## config.mk

```make
export PLATFORM = sky130hd
export DESIGN_NAME = a_serializer
export DESIGN_NICKNAME = d
export VERILOG_FILES = /design/src/rtl/a_serializer.sv
export SDC_FILE = /design/constraint.sdc
export NUM_CORES = 1
export LEC_CHECK = 0
export ABC_AREA = 0
export CORE_AREA = 4 4 52 54
export DETAILED_ROUTE_END_ITERATION = 10
export DIE_AREA = 0 0 56 58
export PLACE_DENSITY = 0.69
export RECOVER_POWER = 100
export SKIP_CTS_REPAIR_TIMING = 1
export SLEW_MARGIN = 10
export SYNTH_ARGS = -nofsm -noshare
export SYNTH_HDL_FRONTEND = slang
export SYNTH_SLANG_ARGS = --single-unit
```

## constraint.sdc

```tcl
create_clock -name clk -period 1.62 [get_ports clk]
set_input_delay 0.486 -clock clk [delete_from_list [all_inputs] [get_ports clk]]
set_output_delay 0.486 -clock clk [all_outputs]
set_load 0.05 [all_outputs]
```

## src/rtl/a_serializer.sv

```systemverilog
// Parallel-to-serial stage: one-word holding register in front of a shifter,
// streaming DW-bit words onto a single-bit lane with first/last framing strobes.
module a_serializer #(
   parameter int DW        = 8,
   parameter bit LSB_FIRST = 1'b1
) (
   input  logic          clk,
   input  logic          rst_n,
   input  logic [DW-1:0] a,
   input  logic          a_valid,
   output logic          a_ready,
   input  logic          b_stall,
   output logic          b,
   output logic          b_valid,
   output logic          b_first,
   output logic          b_last
);

   // state | meaning
   // IDLE  | shifter empty, waiting for the hold register to fill
   // SHIFT | shifter driving a live bit onto b every unstalled cycle
   typedef enum logic {IDLE = 1'b0, SHIFT = 1'b1} state_t;

   localparam int             CW       = (DW > 1) ? $clog2(DW) : 1;
   localparam logic [CW-1:0]  CNT_LAST = CW'(DW - 1);

   state_t          state_q;
   logic [DW-1:0]   hold_q, hold_d;
   logic            hold_full_q, hold_full_d;
   logic [DW-1:0]   sh_q, sh_d;
   logic [CW-1:0]   cnt_q, cnt_d;

   logic            busy;
   logic            accept;
   logic            adv;
   logic            at_last;
   logic            load;

   assign busy    = (state_q == SHIFT);
   assign a_ready = ~hold_full_q;
   assign accept  = a_valid & ~hold_full_q;
   assign adv     = busy & ~b_stall;
   assign at_last = (cnt_q == CNT_LAST);
   assign load    = hold_full_q & (~busy | (adv & at_last));

   always_comb begin
      hold_d      = hold_q;
      hold_full_d = hold_full_q;
      sh_d        = sh_q;
      cnt_d       = cnt_q;

      if (accept) begin
         hold_d = a;
      end
      // an accept on the same edge as a load must leave the holding register full
      if (accept) begin
         hold_full_d = 1'b1;
      end else if (load) begin
         hold_full_d = 1'b0;
      end

      if (load) begin
         sh_d  = hold_q;
         cnt_d = '0;
      end else if (adv && !at_last) begin
         sh_d  = LSB_FIRST ? (sh_q >> 1) : (sh_q << 1);
         cnt_d = cnt_q + 1'b1;
      end
   end

   always_ff @(posedge clk or negedge rst_n) begin
      if (!rst_n) begin
         state_q     <= IDLE;
         hold_q      <= '0;
         hold_full_q <= 1'b0;
         sh_q        <= '0;
         cnt_q       <= '0;
      end else begin
         hold_q      <= hold_d;
         hold_full_q <= hold_full_d;
         sh_q        <= sh_d;
         cnt_q       <= cnt_d;
         case (state_q)
            IDLE:    if (load) state_q <= SHIFT;
            SHIFT:   if (adv && at_last && !load) state_q <= IDLE;
            default: state_q <= IDLE;
         endcase
      end
   end

   assign b       = LSB_FIRST ? sh_q[0] : sh_q[DW-1];
   assign b_valid = busy;
   assign b_first = busy & (cnt_q == '0);
   assign b_last  = busy & at_last;

endmodule

```

==> metrics, run 1 <==
worst path cell trace ha_2 -> ha_4 -> and2_4 -> buf_12; status finished with violations; clock slew at reported path FFs 0.12 ns; GRT Overall Usage 0.1195; core area 2212 µm²; delay-heaviest family, CP flip-flops; crit-path max cell delay 0.42 ns; io pins 17; wire per inst 14.83 µm; maximum clock insertion buffer count 2; first-pass GRT wire length 3084 µm; Tmin final 1.869 ns; setup TNS -1.572 ns; Yosys reg bits 21; vias per cell 5.323; nets 121; clock root buffer clkbuf_4; Rows 17; Synth warnings 0; maxcap violations 0; reg2reg start cnt_q[1]; initial antenna violation count 0; dpl cells 122; Worst Setup Path Type reg -> out; Horiz. Die Dim 56 µm; via count 708; cell area after synthesis 963.4 µm²; Gate Count Post-Synth 73; Worst setup EP type output port; Slew headroom 0.6597; grt total ovfl 0; setup violators final 12; arrival time at the worst endpoint 1.38 ns; first drt pass iteration count 4; setup ws final -0.2492 ns; DRT antenna net count 0; final hold violations 0; Syn Nets 88; GPL Wtd Cong 0.7554; FF-to-FF setup slack -0.16 ns; die height 58 µm; Mean Syn Cell Area 13.20 µm²; Setup crit start kind register; share of cells above drive strength 1 0.5524; Worst Setup SP cnt_q[1]; largest net degree at the start of global routing 22; Post-Layout Cell Count 133; RSZ-0062 raised after global routing true; total power 0.002242 W; violated checks negative setup slack; pwr dens 1560 nW/µm²; total CTS buffers 3; pins over their slew limit 0; DP Wirelength 1351 µm; WL final 1973 µm; Layout Area Growth over Synthesis 49.22%; number of global-route vias before repair 737; largest fanout on the critical path 2; Die ar. 3248 µm²; Worst Path Buf+Inv 1; H-tree level count 1; PortBufs 16; fillers 175; worst min path class reg -> reg; Worst Hold Launch hold_q[7]; CTS tree done; register area share after synthesis 0.5455; final period utilization 1.154; clk_skew 0.01216 ns; distinct cell type count after synthesis 24; Initial Util 0.4355; worst vdd ir 1.073 mV; CP max-delay cell dfrtp_1; antenna diode count 0; DR iter-0 viols 18; Worst-Margin Slew 0.5104 ns; CTS Sinks 21; Lkg Pwr 0.6243 nW; Crit path required time 1.13 ns; Clk Latency, worst-skew pair 0.30 ns; DRC Markers 0; Max Freq 0.5350 GHz
==> synth_stat cells (all sizes together) <==
master	number	area, µm²
a21boi	1	18.77
a21o	1	8.760
a22o	3	28.78
and2	1	7.510
buf	2	16.26
clkbuf	1	3.750
dfrtp	21	525.5
ha	3	37.54
inv	3	11.26
mux2	9	105.1
nand2	5	18.77
nand2b	2	15.02
nand3	1	5.000
nand3b	1	7.510
nor2	2	7.510
nor2b	1	6.260
o211a	1	10.01
o21bai	1	7.510
o221a	7	78.83
or3	7	43.79
==> metrics by stage <==
step           hold slack [ns]  instance area, µm²    util  worst slack (ns)
6_report                0.5148                1438  0.6499           -0.2492
5_1_grt                 0.5457                1438  0.6499           -0.2873
4_1_cts                 0.5224                1284  0.5803           -0.3042
3_5_place_dp            0.4973                1257  0.5684           -0.2076
3_3_place_gp            0.4844                1257  0.5684           -0.1596
2_1_floorplan           0.1904               972.2       -           0.01737
==> cells in the final DEF, fill, tap and decap left out, drive strengths merged <==
cell type       n
nor2b           1
a22o            3
ha              3
o211a           1
or3             7
a21o            1
nor2            2
and2            1
nand2           5
inv             3
nand2b          2
nand3           1
buf            19
dfrtp          21
o221a           7
a21boi          1
nand3b          1
o21bai          1
clkbuf          5
mux2            9
dlygate4sd3     1
clkdlybuf4s50  10
==> area by class of cell <==
| type | count | area [µm²] | share of cell area |
|---|---|---|---|
| well taps | 28 | 35.03 | 0.02437 |
| clock buffers | 4 | 26.28 | 0.01828 |
| flip-flops and latches | 21 | 526.8 | 0.3664 |
| repair buffers | 31 | 346.6 | 0.2411 |
| inverters | 3 | 16.27 | 0.01131 |
| multi-input cells | 46 | 486.7 | 0.3386 |
==> layer usage <==
| metal | track usage | vias up | part of all wire |
|---|---|---|---|
| met1 | 0.1389 | 349 | 0.42 |
| li1 | - | 331 | - |
| met4 | 0.04407 | 0 | 0.017 |
| met3 | 0.03786 | 6 | 0.048 |
| met5 | 0 | - | 0 |
| met2 | 0.2070 | 22 | 0.52 |
==> worst paths after layout <==
path	end	cells past startpoint
worst max-delay path	b_last	4
worst min-delay path	hold_q[7]	1
worst max register to register	sh_q[4]	7
worst min register to register	hold_q[7]	1
max in group asynchronous	b_valid	2
min in group asynchronous	cnt_q[2]	2
==> flip-flops by register name, indices dropped and copies added, names as in the netlist <==
register and count:
sh_q 8, hold_full_q 1, hold_q 8, cnt_q 3, b_valid 1
==> logic make-up (layout without fill, tap and decap cells) <==
group | Yosys count | in the layout | synth area share
multiplexers | 9 | 9 | 0.1091
AND/OR/NAND/NOR | 20 | 20 | 0.1156
AO/OA/AOI/OAI | 14 | 14 | 0.1585
flip-flops | 21 | 21 | 0.5455
adder cells (fa/ha/maj) | 3 | 3 | 0.03897
buffers and inverters | 6 | 38 | 0.03246
==> report_power, final <==
part	switching (W)	total, W	leakage, nW	internal [W]
clock	0.000151	0.000247	0.0150	0.0000957
sequential	0.000169	0.000915	0.240	0.000746
combinational	0.000439	0.00108	0.369	0.000642
total	0.000759	0.00224	0.624	0.00148
==> worst register-to-register path, cell delays in order (launching register included) <==
cell and delay, ns:
dfrtp_1 0.42, ha_2 0.21, ha_4 0.16, buf_4 0.13, nand2b_4 0.17, buf_6 0.14
or3_1 0.32, o221a_2 0.14
No activity file was read; power rests on OpenSTA's default activity.
==> run 2, diff against run 1 <==
--- a/config.mk
+++ b/config.mk
@@ -9,7 +9,7 @@
 export CORE_AREA = 4 4 52 54
 export DETAILED_ROUTE_END_ITERATION = 10
 export DIE_AREA = 0 0 56 58
-export PLACE_DENSITY = 0.69
+export PLACE_DENSITY = 0.77
 export RECOVER_POWER = 100
 export SKIP_CTS_REPAIR_TIMING = 1
 export SLEW_MARGIN = 10
==> metrics, run 2 (synthesis gave the netlist of run 1 again) <==
dpl ws -0.1692 ns; final period utilization 1.146; CTS tree done; PortBufs 16; total power 0.002163 W; final hold violations 0; Max Freq 0.5387 GHz; CP Capture Point b_first; grt total ovfl 0; largest fanout on the critical path 2; first-pass GRT wire length 2856 µm; worst vdd ir 0.9138 mV; clock root buffer clkbuf_4; initial antenna violation count 0; io pins 17; GPL Wtd Cong 0.7260; maxcap violations 0; Lkg Pwr 0.5963 nW; Crit path required time 1.13 ns; pwr dens 1569 nW/µm²; Tmin final 1.856 ns; Layout Utilization 0.6233; share of cells above drive strength 1 0.5100; number of global-route vias before repair 662; RSZ-0062 raised after global routing true; pins over their slew limit 0; wire per inst 14.54 µm; clock slew at reported path FFs 0.11 ns; Initial Util 0.4355; core area 2212 µm²; nets 116; Horiz. Die Dim 56 µm; Layout Area Growth over Synthesis 43.12%; Rows 17; GRT Overall Usage 0.1132; Worst Setup SP cnt_q[1]; Worst Setup Path Type reg -> out; clk_skew 0.002124 ns; status finished with violations; Setup crit start kind register; DRC Markers 0; CTS Sinks 21; via count 666; DP Wirelength 1251 µm; most frequent cells in the layout dfrtp_1, clkdlybuf4s50_1, mux2_2; DR iter-0 viols 4; Clk Latency, worst-skew pair 0.29 ns; most common cell after layout, fill and taps aside dfrtp_1; GR Util met2 0.2020; largest net degree at the start of global routing 22; die height 58 µm; fillers 185; total CTS buffers 3; WL final 1861 µm; H-tree level count 1; Die ar. 3248 µm²; logic depth of the worst register-to-register path 6; Reg-to-Reg End cnt_q[0]; Post-Layout Cell Count 128; maximum clock insertion buffer count 2; vias per cell 5.203; dpl cells 121; arrival time at the worst endpoint 1.37 ns; reg2reg start cnt_q[1]; FF-to-FF setup slack -0.03 ns; first drt pass iteration count 4; violated checks negative setup slack; GR Util met1 0.1287; Worst setup EP type output port; DRT antenna net count 0; Slew headroom 0.6715; most used routing layer met2; setup ws final -0.2362 ns; biggest registers after layout hold_q (8), sh_q (8), cnt_q (3); Worst-Margin Slew 0.4928 ns; worst min path class reg -> reg; antenna diode count 0; met3 Use GR 0.02673; setup violators final 7
run 2: critical path, cell delays in order (launching register included):
cell and delay, ns:
dfrtp_1 0.41, buf_6 0.13, inv_4 0.05, ha_4 0.14, nand2_4 0.05, nor2_4 0.14
buf_12 0.14
run 2: layout make-up:
class                           count  area, µm²  share of cell area
Multi-Input combinational cell     47      491.7              0.3566
Tap cell                           28      35.03             0.02541
Sequential cell                    21      526.8              0.3820
Inverter                            3      16.27             0.01180
Clock buffer                        4      26.28             0.01906
Timing Repair Buffer               25      282.8              0.2051
run 2: routing by layer:
metal	wire [µm]	vias to the layer above	share of wire
met5	0	-	0
met4	27	0	0.015
met1	801	323	0.43
met3	70	4	0.038
met2	961	14	0.52
li1	-	325	-
run 2: worst min path at each step:
stage	start	end	slack (ns)	cells past startpoint
4_1_cts	rst_n	cnt_q[0]	0.52	2
2_1_floorplan	rst_n	b_valid	0.19	0
3_5_place_dp	hold_q[7]	hold_q[7]	0.49	1
5_1_grt	hold_q[1]	hold_q[1]	0.54	1
3_3_place_gp	hold_q[7]	hold_q[7]	0.48	1
6_report	hold_q[7]	hold_q[7]	0.51	1
run 2: power breakdown:
part / switching [W] / internal [W] / leakage (nW)
Clock: 0.000143 / 0.0000958 / 0.0150
Sequential: 0.000154 / 0.000746 / 0.240
Combinational: 0.000432 / 0.000592 / 0.341
Total: 0.000730 / 0.00143 / 0.596
run 2: through the flow:
stage	TNS [ns]	instance area (µm²)	hold WS, ns
2_1_floorplan	0	972.2	0.1904
3_3_place_gp	-1.766	1250	0.4832
3_5_place_dp	-2.130	1250	0.4887
4_1_cts	-0.7213	1276	0.5162
5_1_grt	-1.077	1379	0.5430
6_report	-0.5677	1379	0.5100
